[src/rtl/bitty_uart_tx.sv]
// Memory-mapped 8N1 UART transmitter with a 4-entry byte FIFO on the bitty data bus.
// Registers: TXDATA (push), STATUS, BAUDDIV; frames are serialised LSB first on txd.
module bitty_uart_tx #(
   parameter logic [31:0] BASE_ADDR   = 32'h1000_0000,
   parameter logic [15:0] DEFAULT_DIV = 16'd433
) (
   input  logic        clk,
   input  logic        rst,
   input  logic        ce,
   input  logic        we,
   input  logic [31:0] addr,
   input  logic [3:0]  sel,
   input  logic [31:0] data_i,
   output logic [31:0] data_o,
   output logic        txd,
   output logic        tx_busy
);
   localparam int unsigned DEPTH = 4;
   localparam int unsigned PTR_W = 2;
   localparam int unsigned CNT_W = 3;
   localparam int unsigned DIV_W = 16;
   localparam int unsigned IDX_W = 3;

   typedef enum logic [1:0] {ST_IDLE, ST_START, ST_DATA, ST_STOP} state_e;

   state_e             state_q, state_d;
   logic [7:0]         shift_q, shift_d;
   logic [IDX_W-1:0]   bit_idx_q, bit_idx_d;
   logic [DIV_W-1:0]   bit_cnt_q, bit_cnt_d;
   logic [DIV_W-1:0]   reload_q, reload_d;
   logic [DIV_W-1:0]   baud_q, baud_d;
   logic               ovf_q, ovf_d;
   logic [PTR_W-1:0]   wptr_q, wptr_d;
   logic [PTR_W-1:0]   rptr_q, rptr_d;
   logic [CNT_W-1:0]   count_q, count_d;
   logic [7:0]         mem_q [DEPTH];
   logic [7:0]         mem_d [DEPTH];
   logic               txd_q, txd_d;
   logic               tx_busy_q, tx_busy_d;

   logic               hit, empty, full, pop, push, push_ok, ovf_clr;
   logic [1:0]         reg_sel;
   logic               unused_bits;

   assign unused_bits = ^{addr[1:0], data_i[31:16]};

   // Bus decode
   assign hit     = ce && (addr[31:4] == BASE_ADDR[31:4]);
   assign reg_sel = addr[3:2];
   assign empty   = (count_q == CNT_W'(0));
   assign full    = (count_q == CNT_W'(DEPTH));
   assign push    = hit && we && sel[0] && (reg_sel == 2'd0);
   assign ovf_clr = hit && we && sel[0] && (reg_sel == 2'd1) && data_i[3];

   // Transmit FSM; txd is registered from the next-state view so it changes with the state
   always_comb begin
      state_d   = state_q;
      shift_d   = shift_q;
      bit_idx_d = bit_idx_q;
      bit_cnt_d = bit_cnt_q;
      reload_d  = reload_q;
      pop       = 1'b0;
      unique case (state_q)
         ST_IDLE: begin
            if (!empty) begin
               pop       = 1'b1;
               shift_d   = mem_q[rptr_q];
               reload_d  = baud_q;
               bit_cnt_d = baud_q;
               state_d   = ST_START;
            end
         end
         ST_START: begin
            if (bit_cnt_q == DIV_W'(0)) begin
               state_d   = ST_DATA;
               bit_idx_d = IDX_W'(0);
               bit_cnt_d = reload_q;
            end else begin
               bit_cnt_d = bit_cnt_q - DIV_W'(1);
            end
         end
         ST_DATA: begin
            if (bit_cnt_q == DIV_W'(0)) begin
               bit_cnt_d = reload_q;
               shift_d   = shift_q >> 1;
               if (bit_idx_q == IDX_W'(7)) state_d = ST_STOP;
               else bit_idx_d = bit_idx_q + IDX_W'(1);
            end else begin
               bit_cnt_d = bit_cnt_q - DIV_W'(1);
            end
         end
         ST_STOP: begin
            if (bit_cnt_q == DIV_W'(0)) begin
               if (!empty) begin
                  pop       = 1'b1;
                  shift_d   = mem_q[rptr_q];
                  reload_d  = baud_q;
                  bit_cnt_d = baud_q;
                  state_d   = ST_START;
               end else begin
                  state_d = ST_IDLE;
               end
            end else begin
               bit_cnt_d = bit_cnt_q - DIV_W'(1);
            end
         end
         default: state_d = ST_IDLE;
      endcase

      unique case (state_d)
         ST_START: txd_d = 1'b0;
         ST_DATA:  txd_d = shift_d[0];
         default:  txd_d = 1'b1;
      endcase
   end

   // FIFO, overflow flag and baud divisor
   always_comb begin
      mem_d   = mem_q;
      wptr_d  = wptr_q;
      rptr_d  = rptr_q;
      count_d = count_q;
      ovf_d   = ovf_q;
      baud_d  = baud_q;
      push_ok = push && (!full || pop);
      if (push_ok) begin
         mem_d[wptr_q] = data_i[7:0];
         wptr_d        = wptr_q + PTR_W'(1);
      end
      if (pop) rptr_d = rptr_q + PTR_W'(1);
      if (push_ok && !pop)      count_d = count_q + CNT_W'(1);
      else if (!push_ok && pop) count_d = count_q - CNT_W'(1);
      if (push && full && !pop) ovf_d = 1'b1;
      else if (ovf_clr)         ovf_d = 1'b0;
      if (hit && we && (reg_sel == 2'd2)) begin
         if (sel[0]) baud_d[7:0]  = data_i[7:0];
         if (sel[1]) baud_d[15:8] = data_i[15:8];
      end
   end

   assign tx_busy_d = (state_d != ST_IDLE) || (count_d != CNT_W'(0));

   always_ff @(posedge clk or negedge rst) begin
      if (!rst) begin
         state_q   <= ST_IDLE;
         shift_q   <= '0;
         bit_idx_q <= '0;
         bit_cnt_q <= '0;
         reload_q  <= '0;
         baud_q    <= DEFAULT_DIV;
         ovf_q     <= 1'b0;
         wptr_q    <= '0;
         rptr_q    <= '0;
         count_q   <= '0;
         txd_q     <= 1'b1;
         tx_busy_q <= 1'b0;
         for (int i = 0; i < DEPTH; i++) mem_q[i] <= '0;
      end else begin
         state_q   <= state_d;
         shift_q   <= shift_d;
         bit_idx_q <= bit_idx_d;
         bit_cnt_q <= bit_cnt_d;
         reload_q  <= reload_d;
         baud_q    <= baud_d;
         ovf_q     <= ovf_d;
         wptr_q    <= wptr_d;
         rptr_q    <= rptr_d;
         count_q   <= count_d;
         txd_q     <= txd_d;
         tx_busy_q <= tx_busy_d;
         mem_q     <= mem_d;
      end
   end

   assign txd     = txd_q;
   assign tx_busy = tx_busy_q;

   // Read mux: combinational, zero unless this is a read hit
   always_comb begin
      data_o = 32'd0;
      if (hit && !we) begin
         unique case (reg_sel)
            2'd1:    data_o = {25'd0, count_q, ovf_q, empty, full, tx_busy_q};
            2'd2:    data_o = {16'd0, baud_q};
            default: data_o = 32'd0;
         endcase
      end
   end
endmodule

[config.mk]
export PLATFORM = sky130hd
export DESIGN_NAME = bitty_uart_tx
export DESIGN_NICKNAME = d
export VERILOG_FILES = /design/src/rtl/bitty_uart_tx.sv
export SDC_FILE = /design/constraint.sdc
export NUM_CORES = 1
export LEC_CHECK = 0
export CAP_MARGIN = 40
export CORE_UTILIZATION = 40
export CTS_CLUSTER_DIAMETER = 30
export DETAILED_ROUTE_END_ITERATION = 10
export GPL_TIMING_DRIVEN = 0
export PLACE_DENSITY = 0.63
export SYNTH_ARGS = -nofsm -noshare
export SYNTH_HDL_FRONTEND = slang
export SYNTH_SLANG_ARGS = --single-unit
[constraint.sdc]
create_clock -name clk -period 5.8 [get_ports clk]
set_input_delay 1.74 -clock clk [delete_from_list [all_inputs] [get_ports clk]]
set_output_delay 1.74 -clock clk [all_outputs]
set_load 0.02 [all_outputs]
* Word level (Yosys, flattened, before mapping) *
Cells that the tools add are included.

word-level totals
  register bits = 103
  input port bits = 72
  output and inout port bits = 34
  word-level logic and storage cells = 117

operators by class
  add/sub/neg operators = 6
  magnitude comparators = 3
  eq/ne operators = 14
  multiplexer cells = 38
  bitwise operators = 2
  reductions and logical operators = 36

operators with widths
  cell                   number
  $mux 16                6
  $pmux 16 s2            2
  $mux 8                 6
  $pmux 16 s3            1
  $bwmux 32              1
  $eq 28x25->1 const B   1
  $pmux 8 s3             1
  $bmux 8 s2             1
  $demux 8 s2            1
  $logic_not 16->1       1
  $sub 16x1->16 const B  1
  $mux 3                 5
  $logic_and 1x1->1      14
  $mux 2                 5
  $eq 2x2->1 const B     4
  $ne 2x2->1 const B     4
  $pmux 2 s4             1
  $reduce_bool 2->1      4
  $add 3x1->3 const B    2
  $eq 2x1->1 const B     3
  $eq 3x3->1 const B     2
  $ge 3x3->1 const B     2
  $not 2->3              2
  $pmux 3 s2             1
  14 further kinds       28

* Longest topological paths before layout *
Gate-level depths: netlist (run 1).

  depth after elaboration = 12
  depth in mapped cells = 10
  depth with buffers taken out = 9

* Worst setup path before layout (run 1) *
OpenSTA, ideal clock, no wires.

  path type = input to output
  from = in addr[30]
  to = out data_o[10]
  arrival = 2910 ps
  required time = 4060 ps
  path slack = 1150 ps
  stages on the path = 6
  buffers on the path = 0
  cell sequence = nor4b_1 > nand4_1 > nor2_1 > nand2_1 > nor2_1 > and2_1

on the way
  cells in the longest elaborated chain, start to end = 4

ends and longest elaborated chain
  element            RTL line  text
  from (decl)        11        input logic [31:0] addr,
  $eq 28x25->1       48        assign hit = ce && (addr[31:4] == BASE_ADDR[31:4]);
  $logic_and 1x1->1  48
  $logic_and 1x1->1  181       if (hit && !we) begin
  $mux 16            181
  to (decl)          14        output logic [31:0] data_o,

Every way passes these cells.

* Final worst setup path (run 1) *
  from = in addr[30]
  to = out data_o[15]

Same word-level chain as after synthesis.

==> flow_summary.ini, run 1 <==
[synthesis]
ys_types = 54
syn_inst = 515
synth-edff-count = 0
seq_area_frac_synth_pct = 45.96
synthArstFlopShare_pct = 100.0
ys.warnings.count = 0
ys_dominant_reg_cell = dfrtp_1
syn_avg_cell_area_um2 = 10.92
syn_area_um2 = 5624
synth-seq-cells = 103

[drt]
wirelength_um = 13270
drcViolationCount = 0
wl_per_cell_um = 16.61
ant_nets = 0
drt_first_iter_violations = 312
drtPass1Iterations = 4
vias = 4303
viasPerCell = 5.385

[placement]
gp_congestion = 0.8270
port_buffers = 69
placed_cells = 778
dp_hpwl_um = 9541

[critical_path]
r2r-end = mem_q[30]
r2r_cells = 9
crit_chain = clkdlybuf4s50_1 > nor4b_1 > nand4_1 > nor2_2 > nand2_2 > nor2_4 > and2_1 > clkdlybuf4s50_1
reg2reg_from = bit_cnt_q[0]
path_class = in -> out
cp-start-kind = primary input
cp_slowest_cell = clkdlybuf4s50_1
cpMostUsedCell = clkdlybuf4s50_1
cp-end-kind = primary output
crit_arrival_ps = 3880
crit_fanout = 4
endpoint = data_o[15]
required_ps = 4060
slowest_delay_ps = 590
r2r_setup_slack_ps = 2440
crit_start = addr[30]

[timing]
rsz0062_at_grt = no
fin_crit_sh_pct = 96.93
worst_pin_slew_ps = 923.7
max_freq_mhz = 177.9
fin_crit_ps = 5622
setup_violations = 0
maxSlewViolCount = 0
hold_violations = 0
maxSlewHeadroom_pct = 37.95
holdWs_ps = 504.0
skew_ps = 7.816

[floorplanning]
dieWidth_um = 120.6
die_h_um = 120.6
io_pins = 106
coreArea_um2 = 13450
rows = 42
start_util_pct = 41.81
die_area_um2 = 14540

[cells_and_area]
finalNonFillerCells = 799
n_antenna_cell = 0
drive_gt1_share_pct = 21.83
finalNetCount = 708
layout.cells.most_common_list = dfrtp_1 (97), mux2_2 (64), clkdlybuf4s50_1 (61), a21oi_1 (40), nor2_1 (34)
synthToLayoutAreaGrowth_pct = 24.98
final_common_cell = dfrtp_1

[pwr]
switchingPower_mw = 0.5979
p_clk_share_pct = 33.7
swShare_pct = 30.65
power_leakage_nw = 3.323
pwr_density_cell_nw_per_um2 = 277.5
p_comb_share_pct = 27.8
pwr-share-seq_pct = 38.5
internal_power_mw = 1.353
vdd_drop_max_mv = 0.1387

[global_route]
grt_pass1_vias = 4333
antenna_found_initial = 0
grt_max_degree = 63
grt_overflow = 0
grt_pass1_wl_um = 22180
track_usage_pct = 19.88

[clock_network]
cts_sinks = 103
cts_root_buf = clkbuf_16
cts.path.max_buffers = 2
clk_pin_slew_worst_paths_ps = 70
clock_latency_ps = 360
htree_levels = 3
cts_buffers = 9
cts_hold_buf = 0
cts_tree = done

[status]
outcome = finished, final reports clean

[flow_run]
maxCapViolations = 0

[hold_path]
hold_depth = 1
hold_class = reg -> reg
-- power by group through the flow --
stage,Clock [mW],Sequential [mW],Combinational [mW]
after floorplan,0,0.764,0.364
after global placement,0,0.764,0.520
after detailed placement,0,0.764,0.536
after CTS,0.669,0.750,0.542
after global routing,0.702,0.752,0.595
final,0.658,0.751,0.542
-- cell usage after synthesis (4+ instances only) --
cell,n,share of area [%]
mux4_2,8,3.2
a22o_1,5,0.78
clkbuf_1,18,1.2
xnor2_1,10,1.6
a21o_1,4,0.53
or3_1,6,0.67
nor4_1,7,0.78
buf_4,16,2.1
nand2b_1,4,0.44
mux2i_1,15,2.7
a21oi_1,40,3.6
dfrtp_1,97,43
o22ai_1,16,1.8
o21ai_0,19,1.7
nor3_1,5,0.44
dfstp_2,6,2.8
o21a_1,9,1.2
and2_1,11,1.2
nand2_1,30,2.0
inv_1,16,1.1
ha_1,18,4.0
mux2_2,64,13
nor2_1,36,2.4
a22oi_1,7,0.93
buf_2,5,0.44
-- through the flow --
stage                     instance area, um2  TNS, ps  setup WS (ps)  utilization (%)  power (mW)
after floorplan                         5680        0           1150                -       1.128
after global placement                  6591   -89270         -892.6            49.00       1.284
after detailed placement                6631    -3305         -383.3            49.29       1.300
after CTS                               6999        0          36.47            52.03       1.961
after global routing                    7029        0          31.82            52.25       2.050
final                                   7029        0          177.9            52.25       1.951
-- metal layers --
layer / up-vias / GRT usage, % / routed length [um]
li1: 2040 / - / -
met1: 2144 / 27.53 / 6223
met2: 108 / 31.18 / 6243
met3: 11 / 3.774 / 591
met4: 0 / 6.944 / 211
met5: - / 0 / 0
-- registers in the layout, indices dropped and copies added (netlist names) --
register   cells
baud_q        16
txd            1
ovf_q          1
shift_q        8
mem_q         32
count_q        3
bit_cnt_q     16
bit_idx_q      3
state_q        2
reload_q      16
rptr_q         2
tx_busy        1
wptr_q         2
-- worst max-delay path, delay by kind of cell --
| family | cells | cell delay, ps |
|---|---|---|
| buffers and inverters | 2 | 1010 |
| AND/OR/NAND/NOR | 6 | 1120 |
-- worst min path at each step --
stage	from	end	slack, ps
after global placement	mem_q[20]	mem_q[20]	480
after global routing	mem_q[10]	mem_q[10]	510
after CTS	mem_q[9]	mem_q[9]	500
after detailed placement	mem_q[9]	mem_q[9]	490
after floorplan	ovf_q	ovf_q	460
final	mem_q[2]	mem_q[2]	500
-- final cells by class --
type                       count  area [um2]
clock buffer                  11       242.7
clock inverter                 5       81.33
sequential                   103        2585
buffer                        41       220.2
fill                        1239        6424
multi-input combinational    371        2845
tap                          176       220.2
inverter                      16       60.06
timing repair buffer          76       774.5
-- logic make-up (layout without fill, tap and decap cells) --
group,after synthesis,in the layout,share of synthesized area [%]
compound gates,118,118,13.50
xor+xnor,13,13,2.024
fa+ha+maj,18,18,4.005
buf+inv,57,149,4.983
flops,103,103,45.96
mux,87,87,18.69
other cells,1,16,0.06668
simple gates,118,119,10.77
-- timing repair --
item / 4_1_cts / 5_1_grt
buffers inserted: 2 / 2
endpoints found under the setup margin: 9 / 8
cloned: 1 / 0
pin swaps: 3 / 2
endpoints found under the hold margin: 0 / 0
gates resized for setup: 7 / 6
No activity file was read; power rests on OpenSTA's default activity.
==> inputs of run 2 (changes only) <==
REMOVE_ABC_BUFFERS = 1   (was not set)
==> run 2 against run 1 <==
Compared with the run above:
- global-route usage is 1.7 points lower
- flip-flop and latch count stayed put
- combinational power is 3% lower
- final area is 2.7% lower
- non-clock buffer count is 37 lower
- hold slack better by 1.1 ps
- first-iteration DRC count is 33% lower
- critical endpoint is now data_o[1]
==> flow_summary.ini, run 2 (synthesized netlist as in run 1, its figures left out) <==
[cells_and_area]
n_fill_cell = 1194
n_antenna_cell = 0
layout.cells.most_common_list = dfrtp_1 (97), mux2_2 (64), clkdlybuf4s50_1 (59), a21oi_1 (40), nor2_1 (34)
final_common_cell = dfrtp_1
synthToLayoutAreaGrowth_pct = 21.62
drive_gt1_share_pct = 20.65
multi_input_area_um2 = 2848
design_area_um2 = 6840
ff_latch_area_um2 = 2585
largest_reg_flops = 32
finalNonFillerCells = 762
finalNetCount = 671
largest-register = mem_q

[drt]
drcViolationCount = 0
ant_nets = 0
drt_first_iter_violations = 209
viasPerCell = 5.433
wirelength_um = 12660
wl_per_cell_um = 16.62
drtPass1Iterations = 4
vias = 4140

[critical_path]
cp-end-kind = primary output
crit_arrival_ps = 3890
cp-start-kind = primary input
required_ps = 4060
crit_fanout = 7
path_class = in -> out

[global_route]
grt_overflow = 0
track_usage_pct = 18.17
grt_pass1_vias = 4145
grt_pass1_wl_um = 20780
grt_max_degree = 65
antenna_found_initial = 0

[timing]
fin_crit_sh_pct = 97.05
skew_ps = 11.01
rsz0062_at_grt = no
setup_tns_ps = 0
maxSlewViolCount = 0
max_freq_mhz = 177.7
worst_pin_slew_ps = 907.9
hold_violations = 0
fin_crit_ps = 5629
maxSlewHeadroom_pct = 39.01
setup_violations = 0

[pwr]
p_clk_share_pct = 31.9
internal_power_mw = 1.266
swShare_pct = 32.88
switchingPower_mw = 0.6201
pwr-share-seq_pct = 40.2
power_leakage_nw = 3.254
pwr_density_cell_nw_per_um2 = 275.7
power_mw = 1.886
vdd_drop_max_mv = 0.1633
p_comb_share_pct = 27.9

[placement]
dp_hpwl_um = 8759
placed_cell_area_um2 = 6474
gp_congestion = 0.7970
placed_cells = 743
port_buffers = 69

[clock_network]
cts_hold_buf = 0
cts_tree = done
clk_pin_slew_worst_paths_ps = 70
clock_latency_ps = 350
cts_root_buf = clkbuf_16
htree_levels = 3
cts.path.max_buffers = 2
cts_sinks = 103
cts_buffers = 9

[floorplanning]
rows = 42
dieWidth_um = 120.6
io_pins = 106
coreArea_um2 = 13450
die_h_um = 120.6
die_area_um2 = 14540
start_util_pct = 41.81

[flow_run]
maxCapViolations = 0

[status]
outcome = finished, final reports clean

[hold_path]
hold_class = reg -> reg
## run 2: worst paths after layout
| kind | to | depth (start not counted) | slack, ps | start |
|---|---|---|---|---|
| max in group asynchronous | baud_q[8] | 2 | 3680 | rst |
| min in group asynchronous | mem_q[24] | 1 | 1360 | rst |
| min | mem_q[17] | 1 | 510 | mem_q[17] |
| min reg2reg | mem_q[17] | 1 | 510 | mem_q[17] |
| max reg2reg | mem_q[9] | 9 | 2180 | bit_cnt_q[1] |
| max | data_o[1] | 7 | 170 | addr[7] |
## run 2: power by group through the flow
stage	sequential [mW]	combinational, mW	clock (mW)
floorplan	0.770	0.330	0
global placement	0.772	0.484	0
detailed placement	0.773	0.523	0
CTS	0.758	0.525	0.614
global route	0.761	0.578	0.639
finish	0.758	0.525	0.602
## run 2: critical path, cell delays in order
cell and delay [ps]:
clkdlybuf4s50_1 400, nor4_1 320, nand4_1 240, nor2_2 180
nand3b_1 220, nor2_1 190, clkdlybuf4s50_1 620
## run 2: layout make-up
cell class | count | area share [%]
clock buffers | 9 | 3.292
clock inverters | 7 | 1.079
inverters | 16 | 0.8780
multi-input cells | 371 | 41.63
flip-flops and latches | 103 | 37.79
well taps | 176 | 3.219
repair buffers | 80 | 12.11
## run 2: timing repair
item	CTS	global route
pin swaps	0	3
endpoints found under the hold margin	0	0
cloned	0	1
buffers inserted	0	2
resized for setup	2	13
endpoints found under the setup margin	9	14
## run 2: routing by layer
| layer | part of all wire (%) | global-route usage [%] | wire (um) | vias up |
|---|---|---|---|---|
| met5 | 0 | 0 | 0 | - |
| met4 | 0.66 | 5.170 | 84 | 0 |
| met3 | 4.2 | 2.453 | 537 | 4 |
| met2 | 48 | 29.78 | 6019 | 108 |
| met1 | 48 | 25.15 | 6023 | 2055 |
| li1 | - | - | - | 1973 |
## run 2: through the flow
step	hold WS [ps]	util [%]	setup WS, ps
2_1_floorplan	463.1	-	1153
3_3_place_gp	481.7	47.36	-856.0
3_5_place_dp	492.3	48.12	-304.4
4_1_cts	509.5	50.40	11.08
5_1_grt	521.3	50.85	5.337
6_report	505.1	50.85	171.1
==> inputs of run 3 (changes only) <==
CAP_MARGIN = 10   (was 40)
TNS_END_PERCENT = 20   (was not set)
==> run 3 against run 2 <==
Compared with the run above:
- wire length up 0.28%
- critical path depth unchanged
- global-route usage up 0.31 points
- clock power up 0.7%
- worst setup slack better by 67 ps
- non-clock buffer count is 6 lower
- largest cell class unchanged
==> flow_summary.ini, run 3 (synthesized netlist as in run 1, its figures left out) <==
[drt]
ant_nets = 0
wirelength_um = 12700
vias = 4127
wl_per_cell_um = 16.80
drtPass1Iterations = 4
drcViolationCount = 0
viasPerCell = 5.459
drt_first_iter_violations = 228

[cells_and_area]
utilization_pct = 50.35
largest-register = mem_q
n_fill_cell = 1194
multi_input_area_um2 = 2841
drive_gt1_share_pct = 19.66
layout.cells.most_common_list = dfrtp_1 (97), mux2_2 (64), clkdlybuf4s50_1 (59), a21oi_1 (40), nor2_1 (34)
synthToLayoutAreaGrowth_pct = 20.44
largest_reg_flops = 32
n_antenna_cell = 0
ff_latch_area_um2 = 2585
finalNetCount = 665
final_common_cell = dfrtp_1

[clock_network]
cts_sinks = 103
clock_latency_ps = 350
cts_root_buf = clkbuf_16
htree_levels = 3
clk_pin_slew_worst_paths_ps = 80
cts.path.max_buffers = 2
cts_buffers = 9
cts_tree = done

[hold_path]
min_from = mem_q[17]
hold_class = reg -> reg

[timing]
worst_pin_slew_ps = 1208
fin_crit_sh_pct = 95.89
max_freq_mhz = 179.8
hold_violations = 0
fin_crit_ps = 5562
maxSlewViolCount = 0
maxSlewHeadroom_pct = 19.33
setup_violations = 0
rsz0062_at_grt = no
skew_ps = 7.500

[placement]
gp_congestion = 0.7970
dp_hpwl_um = 8725
port_buffers = 69

[global_route]
grt_max_degree = 65
grt_pass1_wl_um = 21080
track_usage_pct = 18.48
antenna_found_initial = 0
grt_overflow = 0
grt_pass1_vias = 4154

[critical_path]
r2r-end = mem_q[4]
crit_arrival_ps = 3820
path_class = in -> out
crit_fanout = 7
cp-start-kind = primary input
crit_start = addr[7]
reg2reg_from = count_q[1]
endpoint = data_o[0]
r2r_cells = 8
required_ps = 4060
r2r_setup_slack_ps = 1700
cp-end-kind = primary output

[floorplanning]
die_area_um2 = 14540
die_h_um = 120.6
io_pins = 106
rows = 42
coreArea_um2 = 13450
start_util_pct = 41.81
dieWidth_um = 120.6

[pwr]
pwr_density_cell_nw_per_um2 = 275.0
power_mw = 1.863
vdd_drop_max_mv = 0.1542
power_leakage_nw = 3.220

[status]
outcome = finished, final reports clean

[flow_run]
maxCapViolations = 0
[run 3: changes by cell type in the layout (fill, tap and decap cells not counted), sizes merged]
cell and change:
buf -6
[run 3: through the flow]
step                      setup WS [ps]  area (um2)  setup TNS (ps)  hold slack [ps]  cells
after floorplan                    1153        5460               0            463.1    489
after global placement           -856.0        6371          -84640            481.7    734
after detailed placement         -297.1        6414           -2633            491.7    737
after CTS                         17.15        6720               0            510.1    753
after global routing              4.186        6774               0            521.6    756
final                             238.4        6774               0            504.8    756
[run 3: what timing repair did]
item / 4_1_cts / 5_1_grt
pin swaps: 0 / 3
gates resized for setup: 2 / 12
hold buffers: 0 / 0
endpoints found under the setup margin: 9 / 11
cloned: 0 / 1
buffers inserted: 0 / 2
[run 3: final cells by class]
type / instances / area share (%)
Sequential cell: 103 / 38.16
Timing Repair Buffer: 74 / 11.34
Multi-Input combinational cell: 371 / 41.95
Clock buffer: 9 / 3.325
Clock inverter: 7 / 1.090
Tap cell: 176 / 3.251
Inverter: 16 / 0.8866
[run 3: critical path: stages]
cell	delay [ps]
clkdlybuf4s50_1	400
nor4_1	320
nand4_1	200
nor2_2	160
nand3b_1	220
nor2_1	170
clkdlybuf4s50_1	620
[run 3: layer usage]
| layer | up-vias | track usage [%] | share of wire (%) |
|---|---|---|---|
| met1 | 2054 | 25.20 | 48 |
| met3 | 13 | 3.160 | 3.8 |
| met5 | - | 0 | 0 |
| li1 | 1951 | - | - |
| met2 | 109 | 30.28 | 48 |
| met4 | 0 | 5.170 | 1.1 |
[run 3: worst min-delay path by stage]
stage | end | cells past startpoint
final | mem_q[17] | 1
after global routing | mem_q[18] | 1
after CTS | mem_q[17] | 1
after detailed placement | mem_q[0] | 1
after global placement | mem_q[13] | 1
after floorplan | ovf_q | 2
[run 3: power breakdown]
group	total, mW	internal, mW	switching [mW]
Sequential	0.758	0.739	0.0194
Combinational	0.498	0.200	0.298
Clock	0.606	0.305	0.301
